### src/rtl/map_speed_scheduler.sv
// map_speed_scheduler
//   Paces map scrolling for a runner-style game. A move period is derived
//   from the current difficulty level plus the player's velocity request.
//   move_map pulses once per period, and the level advances every
//   LEVEL_TICKS enabled ticks until it saturates.
//
// Ports
//   clock       : single clock, all state updates on its rising edge
//   reset       : synchronous active-low reset (0 = reset)
//   count_map   : run enable; 0 freezes counters, level and pulses
//   velocity    : player speed request, added to the level to form speed
//   clear_level : synchronous restart of level and both counters
//   move_map    : one-cycle pulse each time a move period elapses
//   level_up    : one-cycle pulse on each level increment
//   level       : current difficulty level
//   period      : current move period in ticks (combinational)
module map_speed_scheduler #(
  parameter int VEL_W       = 2,
  parameter int LEVEL_W     = 2,
  parameter int CNT_W       = 16,
  parameter int BASE_PERIOD = 800,
  parameter int STEP        = 100,
  parameter int MIN_PERIOD  = 200,
  parameter int LEVEL_TICKS = 30000
) (
  input  logic               clock,
  input  logic               reset,
  input  logic               count_map,
  input  logic [VEL_W-1:0]   velocity,
  input  logic               clear_level,
  output logic               move_map,
  output logic               level_up,
  output logic [LEVEL_W-1:0] level,
  output logic [CNT_W-1:0]   period
);

  localparam int SPD_W = ((LEVEL_W > VEL_W) ? LEVEL_W : VEL_W) + 1;

  logic [SPD_W-1:0] speed;
  logic [31:0]      reduction;
  logic [31:0]      raw_period;
  logic [CNT_W-1:0] move_cnt;
  logic [CNT_W-1:0] tick_cnt;
  logic             move_due;
  logic             tick_due;
  logic             level_max;

  // Saturating subtract, then floor at MIN_PERIOD, all in 32-bit space
  // so a large STEP*speed can never wrap into a long period.
  always_comb begin
    speed      = SPD_W'(level) + SPD_W'(velocity);
    reduction  = 32'(STEP) * 32'(speed);
    raw_period = (reduction >= 32'(BASE_PERIOD)) ? '0
                                                 : 32'(BASE_PERIOD) - reduction;
    period     = (raw_period > 32'(MIN_PERIOD)) ? CNT_W'(raw_period)
                                                : CNT_W'(MIN_PERIOD);
  end

  // ">=" rather than "==" so a period that shrinks below the running
  // count fires on the next enabled edge instead of wrapping the counter.
  always_comb begin
    move_due  = (move_cnt >= (period - CNT_W'(1)));
    tick_due  = (tick_cnt == CNT_W'(LEVEL_TICKS - 1));
    level_max = (level == '1);
  end

  always_ff @(posedge clock) begin
    if (!reset) begin
      move_cnt <= '0;
      tick_cnt <= '0;
      level    <= '0;
      move_map <= 1'b0;
      level_up <= 1'b0;
    end else if (clear_level) begin
      move_cnt <= '0;
      tick_cnt <= '0;
      level    <= '0;
      move_map <= 1'b0;
      level_up <= 1'b0;
    end else if (count_map) begin
      if (move_due) begin
        move_cnt <= '0;
        move_map <= 1'b1;
      end else begin
        move_cnt <= move_cnt + CNT_W'(1);
        move_map <= 1'b0;
      end

      if (tick_due) begin
        tick_cnt <= '0;
        if (!level_max) begin
          level    <= level + LEVEL_W'(1);
          level_up <= 1'b1;
        end else begin
          level_up <= 1'b0;
        end
      end else begin
        tick_cnt <= tick_cnt + CNT_W'(1);
        level_up <= 1'b0;
      end
    end else begin
      move_map <= 1'b0;
      level_up <= 1'b0;
    end
  end

endmodule

### config.mk
export PLATFORM = sky130hd
export DESIGN_NAME = map_speed_scheduler
export DESIGN_NICKNAME = d
export VERILOG_FILES = /design/src/rtl/map_speed_scheduler.sv
export SDC_FILE = /design/constraint.sdc
export NUM_CORES = 1
export LEC_CHECK = 0
export BUFFER_PORTS_ARGS = -buffer_cell sky130_fd_sc_hd__buf_2
export CORE_MARGIN = 2
export CORE_UTILIZATION = 56
export CTS_CLUSTER_DIAMETER = 120
export CTS_CLUSTER_SIZE = 24
export DETAILED_ROUTE_END_ITERATION = 12
export PLACE_DENSITY = 0.77
export SKIP_CTS_REPAIR_TIMING = 1
export SYNTH_ARGS = -nofsm -noshare
export SYNTH_HDL_FRONTEND = slang
export SYNTH_SLANG_ARGS = --single-unit
### constraint.sdc
create_clock -name clock -period 5.2 [get_ports clock]
set_input_delay 0.26 -clock clock [delete_from_list [all_inputs] [get_ports clock]]
set_output_delay 0.26 -clock clock [all_outputs]
set_load 0.01 [all_outputs]
---- Yosys cells after proc, flatten, opt, wreduce, memory -nomap -nowiden ----
Cells that the tools add are included.
Widths: inputs -> output; s select.
operators by class
  $add $sub $neg .......................... 6
  multiply operators ...................... 1
  divide/modulo/power cells ............... 0
  order comparisons ....................... 3
  eq/ne operators ......................... 2
  shift-type cells ........................ 0
  mux-type cells .......................... 6
  bitwise gates (word level) .............. 4
  reduce and logical (&&, ||, !) cells .... 4
operators with widths
  kind                    count
  $mux 16                 3
  $add 16x1->16 const B   2
  $gt 32x8->1 const B     1
  $mux 32                 1
  $eq 16x15->1 const B    1
  $ge 16x16->1            1
  $sub 16x1->16 const B   1
  $sub 10x10->11 const A  1
  $ge 10x10->1 const B    1
  $mul 5x3->8 const A     1
  $not 1->1               4
  $reduce_or 4->1         1
  $add 2x2->3             1
  $reduce_and 3->1        1
  $reduce_or 3->1         1
  $add 2x1->2 const B     1
  $eq 2x2->1 const B      1
  $mux 1                  2
  $reduce_or 2->1         1
word-level totals
  bits in registers ....................... 36
  latch bits .............................. 0
  RAM bits ................................ 0
  memory bits (read-only) ................. 0
  input port bits ......................... 6
  output and inout bits ................... 20
  word-level logic and storage cells ...... 31
  memories ................................ 0

---- Depth between registers and ports, before layout ----
  word-level depth ........................ 9
  gate-level depth with buffers ........... 21
  gate-level depth less buffers ........... 19

---- Worst setup path after synthesis ----
No wires, ideal clock.
  path type ............................... reg-to-reg
  from .................................... register level[0]
  to ...................................... register move_cnt[10]
  setup time .............................. 0.128 ns
  arrival ................................. 4.295 ns
  path slack .............................. 0.777 ns
  cell stages (with the launch flop) ...... 21
  clock period less this slack ............ 4.423 ns
  cell sequence ........................... dfxtp_1 > ha_1 > fa_1 > ha_1 > ha_1 > nor3_1 > nand2b_1 > o211ai_2 > buf_4 > o21ai_1 > inv_1 > ha_1 > nand4_1 > xor2_1 > ha_1 > nand4_1 > nor3_1 > a22oi_1 > nand2_1 > clkbuf_1 > nor2_1
on the way
  cells in the longest elaborated chain, start to end .. 9
  elaborated cells between the ends (all ways) .. 10
  those cells by class .................... 3 x add/sub; 1 x mul; 3 x order compare; 3 x mux
ends and longest elaborated chain
  item                                            RTL line  text
  start, declared                                 33        output logic [LEVEL_W-1:0] level,
  start signal, assigned                          92        level <= level + LEVEL_W'(1);
  $add 2x2->3 *                                   51        speed = SPD_W'(level) + SPD_W'(velocity);
  $mul 5x3->8 *                                   52        reduction = 32'(STEP) * 32'(speed);
  $sub 10x10->11 or $ge 10x10->1 (tied branches)  54, 53
  $mux 32 *                                       53        raw_period = (reduction >= 32'(BASE_PERIOD)) ? '0
  $gt 32x8->1                                     55        period = (raw_period > 32'(MIN_PERIOD)) ? CNT_W'(raw_period)
  $mux 16 *                                       55
  named net period[3]                             34        output logic [CNT_W-1:0] period
  $sub 16x1->16 *                                 62        move_due = (move_cnt >= (period - CNT_W'(1)));
  $ge 16x16->1 *                                  62
  $mux 16 *                                       81        if (move_due) begin
  end signal, assigned                            85        move_cnt <= move_cnt + CNT_W'(1);
  end, declared                                   42        logic [CNT_W-1:0] move_cnt;
The timed path passes the listed nets; every way through them passes the cells marked *.
A chain may end at the register's enable or synchronous reset.

---- Worst setup path after layout ----
  from .................................... register level[0]
  to ...................................... register move_cnt[9]
on the way
  cells in the longest elaborated chain, start to end .. 9
  elaborated cells between the ends (all ways) .. 10
  those cells by class .................... 3 x add/sub; 1 x mul; 3 x order compare; 3 x mux
ends and longest elaborated chain
  item                                            RTL line
  $add 2x2->3 *                                   51
  $mul 5x3->8 *                                   52
  $sub 10x10->11 or $ge 10x10->1 (tied branches)  54, 53
  $mux 32 *                                       53
  $gt 32x8->1                                     55
  $mux 16 *                                       55
  $sub 16x1->16 *                                 62
  $ge 16x16->1 *                                  62
  $mux 16 *                                       81
Every way passes the cells marked *; elsewhere a longest branch is shown, timed or not.

==> impl.org <==
** Cells and area
- In the final layout, the share of cells above drive strength 1 is 13.2%.
- NumNets Final :: approximately 320
- Relative to the synthesized area, the layout overhead comes to 9.43%.
- Count of inserted antenna diode cells :: 0
- Cells fill between 60% and 70% of the core in the end.

** Drt
- In the routed design, unresolved DRC markers number 0.
- Routed WL :: between 4000 and 5000 µm
- For this block, the via count after detailed routing is between 1500 and 2000.
- In the routed layout, each cell is associated on average with a via count of about 5.4.
- In the final routed layout, each cell accounts on average for about 12 µm.
- The first TritonRoute pass finished after 4 iterations.
- ANT nets after route :: 0
- In this run, the number of DRC markers left after iteration 0 of detailed routing was 75.

** Synth
- Counting flops with an async set or reset pin after synthesis yields a share of 0%.
- In this run, synthesis inferred 0 flip-flops with an integrated enable.
- Post-synthesis instance total :: ~270
- The netlist uses 46 different library cells.
- Of all cell types, the one taking the most synthesized area is dfxtp_1.
- For this run, the register share of the synthesized area comes to roughly a third.
- Summed instance area of the synthesized netlist :: approximately 2300 µm²
- Post-Syn Area per Cell :: 8.63 µm²
- The top cell type by area accounts for about a third of the synthesized area.
- Flip-flop and latch count after synthesis :: 36
- Dominant register cell in the synthesized netlist :: dfxtp_1
- Yosys printed 0 warnings.
- In the post-synthesis netlist, the biggest area contributors are dfxtp_1, ha_1, xor2_1.
- Most numerous cell types in the synthesized netlist :: nor2_1, dfxtp_1, xor2_1
- By instance count, the leading cell after synthesis is nor2_1.

** Hold path
- Hold-critical path depth :: 3
- Worst min-delay path class :: in2reg
- Start point of the worst min-delay path :: reset
- Terminating pin of the worst hold path :: level[1]

** STA
- Final setup skew :: 0.00536 ns
- Slew at the pin closest to its max-slew limit :: approximately 0.51 ns
- Post-route worst setup slack :: roughly 0.47 ns
- The final hold violation count is 0.
- Final critical path time including I/O delays and setup :: around 4.7 ns
- # setup viols final :: 0
- Setup repair after global routing left no endpoint under its margin.
- Post-Route Setup TNS :: 0 ns
- Final period util :: approximately nine tenths
- Worst slew margin :: between 60 and 70%
- Timing would allow up to roughly 210 MHz.
- Number of max-slew violations in the final report :: 0

** Setup path
- Among all stages on the critical path, the largest delay is contributed by fa_1.
- Worst setup slack for register-to-register paths :: 0.47 ns
- Destination of the worst register-to-register timing path :: move_cnt[9]
- The largest single stage delay on the critical path is between 0.4 and 0.5 ns.
- Crit Path Class :: reg2reg
- STA classifies the critical path endpoint as a flop.
- The worst register-to-register path has a depth of 19.
- Required arrival time at the worst endpoint :: ~5.4 ns
- In this run the worst path has a maximum fanout of 16.
- Critical Path Source Type :: flop
- Cell breakdown of the critical path :: ha_1, fa_1, ha_1, ha_1, ha_1, o21ai_0, o21ba_2, nor3_4, o21ai_1, inv_1, ha_1, nand4_1, xor2_1, ha_1, a21oi_1, o211ai_1, a22oi_1, nand2_1, nor2_1
- STA puts the critical path data arrival time at 4.95 ns.
- By instance count, the cell type seen most on the critical path is ha_1.
- Start of the worst register-to-register path :: level[0]

** Pwr
- Gate power share :: between 10% and 20%
- The analysis attributes to cell leakage a power of between 1 and 1.5 nW.
- IR analysis of the VDD net gives a maximum drop of 0.000163 V.
- Cell Pwr Density :: around 240 nW/µm²
- Power share of the clock group :: about two fifths
- In this run the power spent charging and discharging nets is approximately 0.14 mW.
- Pint :: roughly 0.45 mW
- In this run switching power makes up approximately a quarter of total power.
- Sequential cell fraction of total power :: between 40 and 50%

** Clocking
- Number of levels in the clock H-tree :: 2
- CTS tree :: yes
- Worst-case clock buffer depth :: 2
- The tree is rooted in a clkbuf_8.
- CTS saw 36 sinks.
- Total CTS buffers :: 5
- Clock input transition at the sequential cells of the worst setup and hold paths :: approximately 0.070 ns
- For the worst-skew pair, the clock arrives at the later sink with an insertion delay of a little under 0.3 ns.

** Global routing
- The via count of the first global-routing pass came to about 1700.
- The number of antenna violations at the first check in global routing is 0.
- Gr usage total :: roughly a fifth
- Maximum number of pins on one net before global-route repair :: 17
- The first global-routing pass estimated roughly 7100 µm of wire.
- After global routing the overflow that remains totals 0.

** Die
- In this run the horizontal extent of the chip is 68.0 µm.
- I/O pin count :: 26
- Effective utilization at floorplan :: 57.8%
- Vert. Die Dim :: 68.0 µm
- The total area inside the core boundary comes to ~4000 µm².
- Number of core rows :: 23
- The floorplan step defined a die boundary enclosing approximately 4600 µm².

** Placed design
- DP Worst Slack :: ~0.46 ns
- Count of buffers inserted at the top-level ports :: 23
- Detailed placer's ending HPWL :: ~3200 µm
- Routability Congestion :: between 0.9 and 1

** Outcome
- Result of the run :: complete, no violations

** Job
- Max-cap violations in this run came to 0.
## cells in the final DEF, fill, tap and decap left out, types with 2 or more instances in the layout
master / synthesis / final
nor2_1: 42 / 42
dfxtp_1: 36 / 36
xor2_1: 27 / 27
ha_1: 23 / 23
buf_2: 1 / 23
nand2_1: 19 / 19
and3_1: 13 / 13
nand4_1: 11 / 11
xnor2_1: 9 / 9
inv_1: 9 / 9
nand3_1: 8 / 8
nor3_1: 7 / 7
a21oi_1: 6 / 6
nand2b_1: 5 / 5
clkbuf_8: 0 / 5
mux2i_1: 3 / 3
o21ai_0: 3 / 3
o21ai_1: 3 / 3
a21o_1: 3 / 3
nor4b_1: 2 / 2
and4_1: 2 / 2
conb_1: 1 / 2
## state kept, by name (all words and copies together) (netlist names)
name      count
level_up      1
move_cnt     16
tick_cnt     16
level         2
move_map      1
## per-layer routing
layer,global-route usage [%],vias to the layer above,routed length [µm]
met5,0,-,0
met4,7.00,0,57
met3,5.43,7,139
met2,35.1,33,2030
met1,24.7,831,1960
li1,-,954,-
## metrics by stage
stage	power [mW]	instance area (µm²)	cells	hold WS [ns]
3_5_place_dp	0.360	2400	329	0.504
2_1_floorplan	0.343	2300	267	0.458
5_1_grt	0.622	2510	337	0.353
6_report	0.593	2510	337	0.368
3_3_place_gp	0.360	2400	329	0.490
4_1_cts	0.599	2510	337	0.355
## worst max-delay path, delay by kind of cell, from the launching register on
kind                       cells  cell delay [ns]
adders and majority gates      7             1.97
AOI/OAI and AO/OA              6             1.13
and+or+nand+nor                4             0.94
DFF                            1             0.34
xor gates and xnor gates       1             0.17
buffers and inverters          1             0.09
## worst max path at each step
stage	startpoint	endpoint	slack (ns)	depth (start not counted)
after floorplan	level[0]	move_cnt[10]	0.78	20
after global placement	velocity[0]	move_cnt[9]	0.61	20
after detailed placement	velocity[0]	move_cnt[0]	0.46	18
after CTS	level[0]	move_cnt[0]	0.44	17
after global routing	level[0]	move_cnt[12]	0.02	17
final	level[0]	move_cnt[9]	0.47	19
## power groups by stage
stage	registers [mW]	clock network (mW)	logic [mW]
4_1_cts	0.278	0.245	0.0765
3_3_place_gp	0.284	0	0.0754
3_5_place_dp	0.284	0	0.0759
2_1_floorplan	0.284	0	0.0595
6_report	0.278	0.239	0.0762
5_1_grt	0.278	0.257	0.0871
## logic make-up after synthesis
kind of cell               synth area share, %
and+or+nand+nor                           25.0
xor gates and xnor gates                  13.7
DFF                                       31.4
AOI/OAI and AO/OA                         10.2
adders and majority gates                 13.4
buffers and inverters                     4.80
muxes                                     1.31
other                                    0.163
## area by class of cell
type | count | area, µm²
multi-input combinational | 210 | 1470
fill | 353 | 1460
sequential | 36 | 721
timing repair buffer | 23 | 115
clock buffer | 6 | 72.6
tap | 50 | 62.6
inverter | 10 | 37.5
clock inverter | 2 | 35.0
Power figures use the tool's default switching activity.
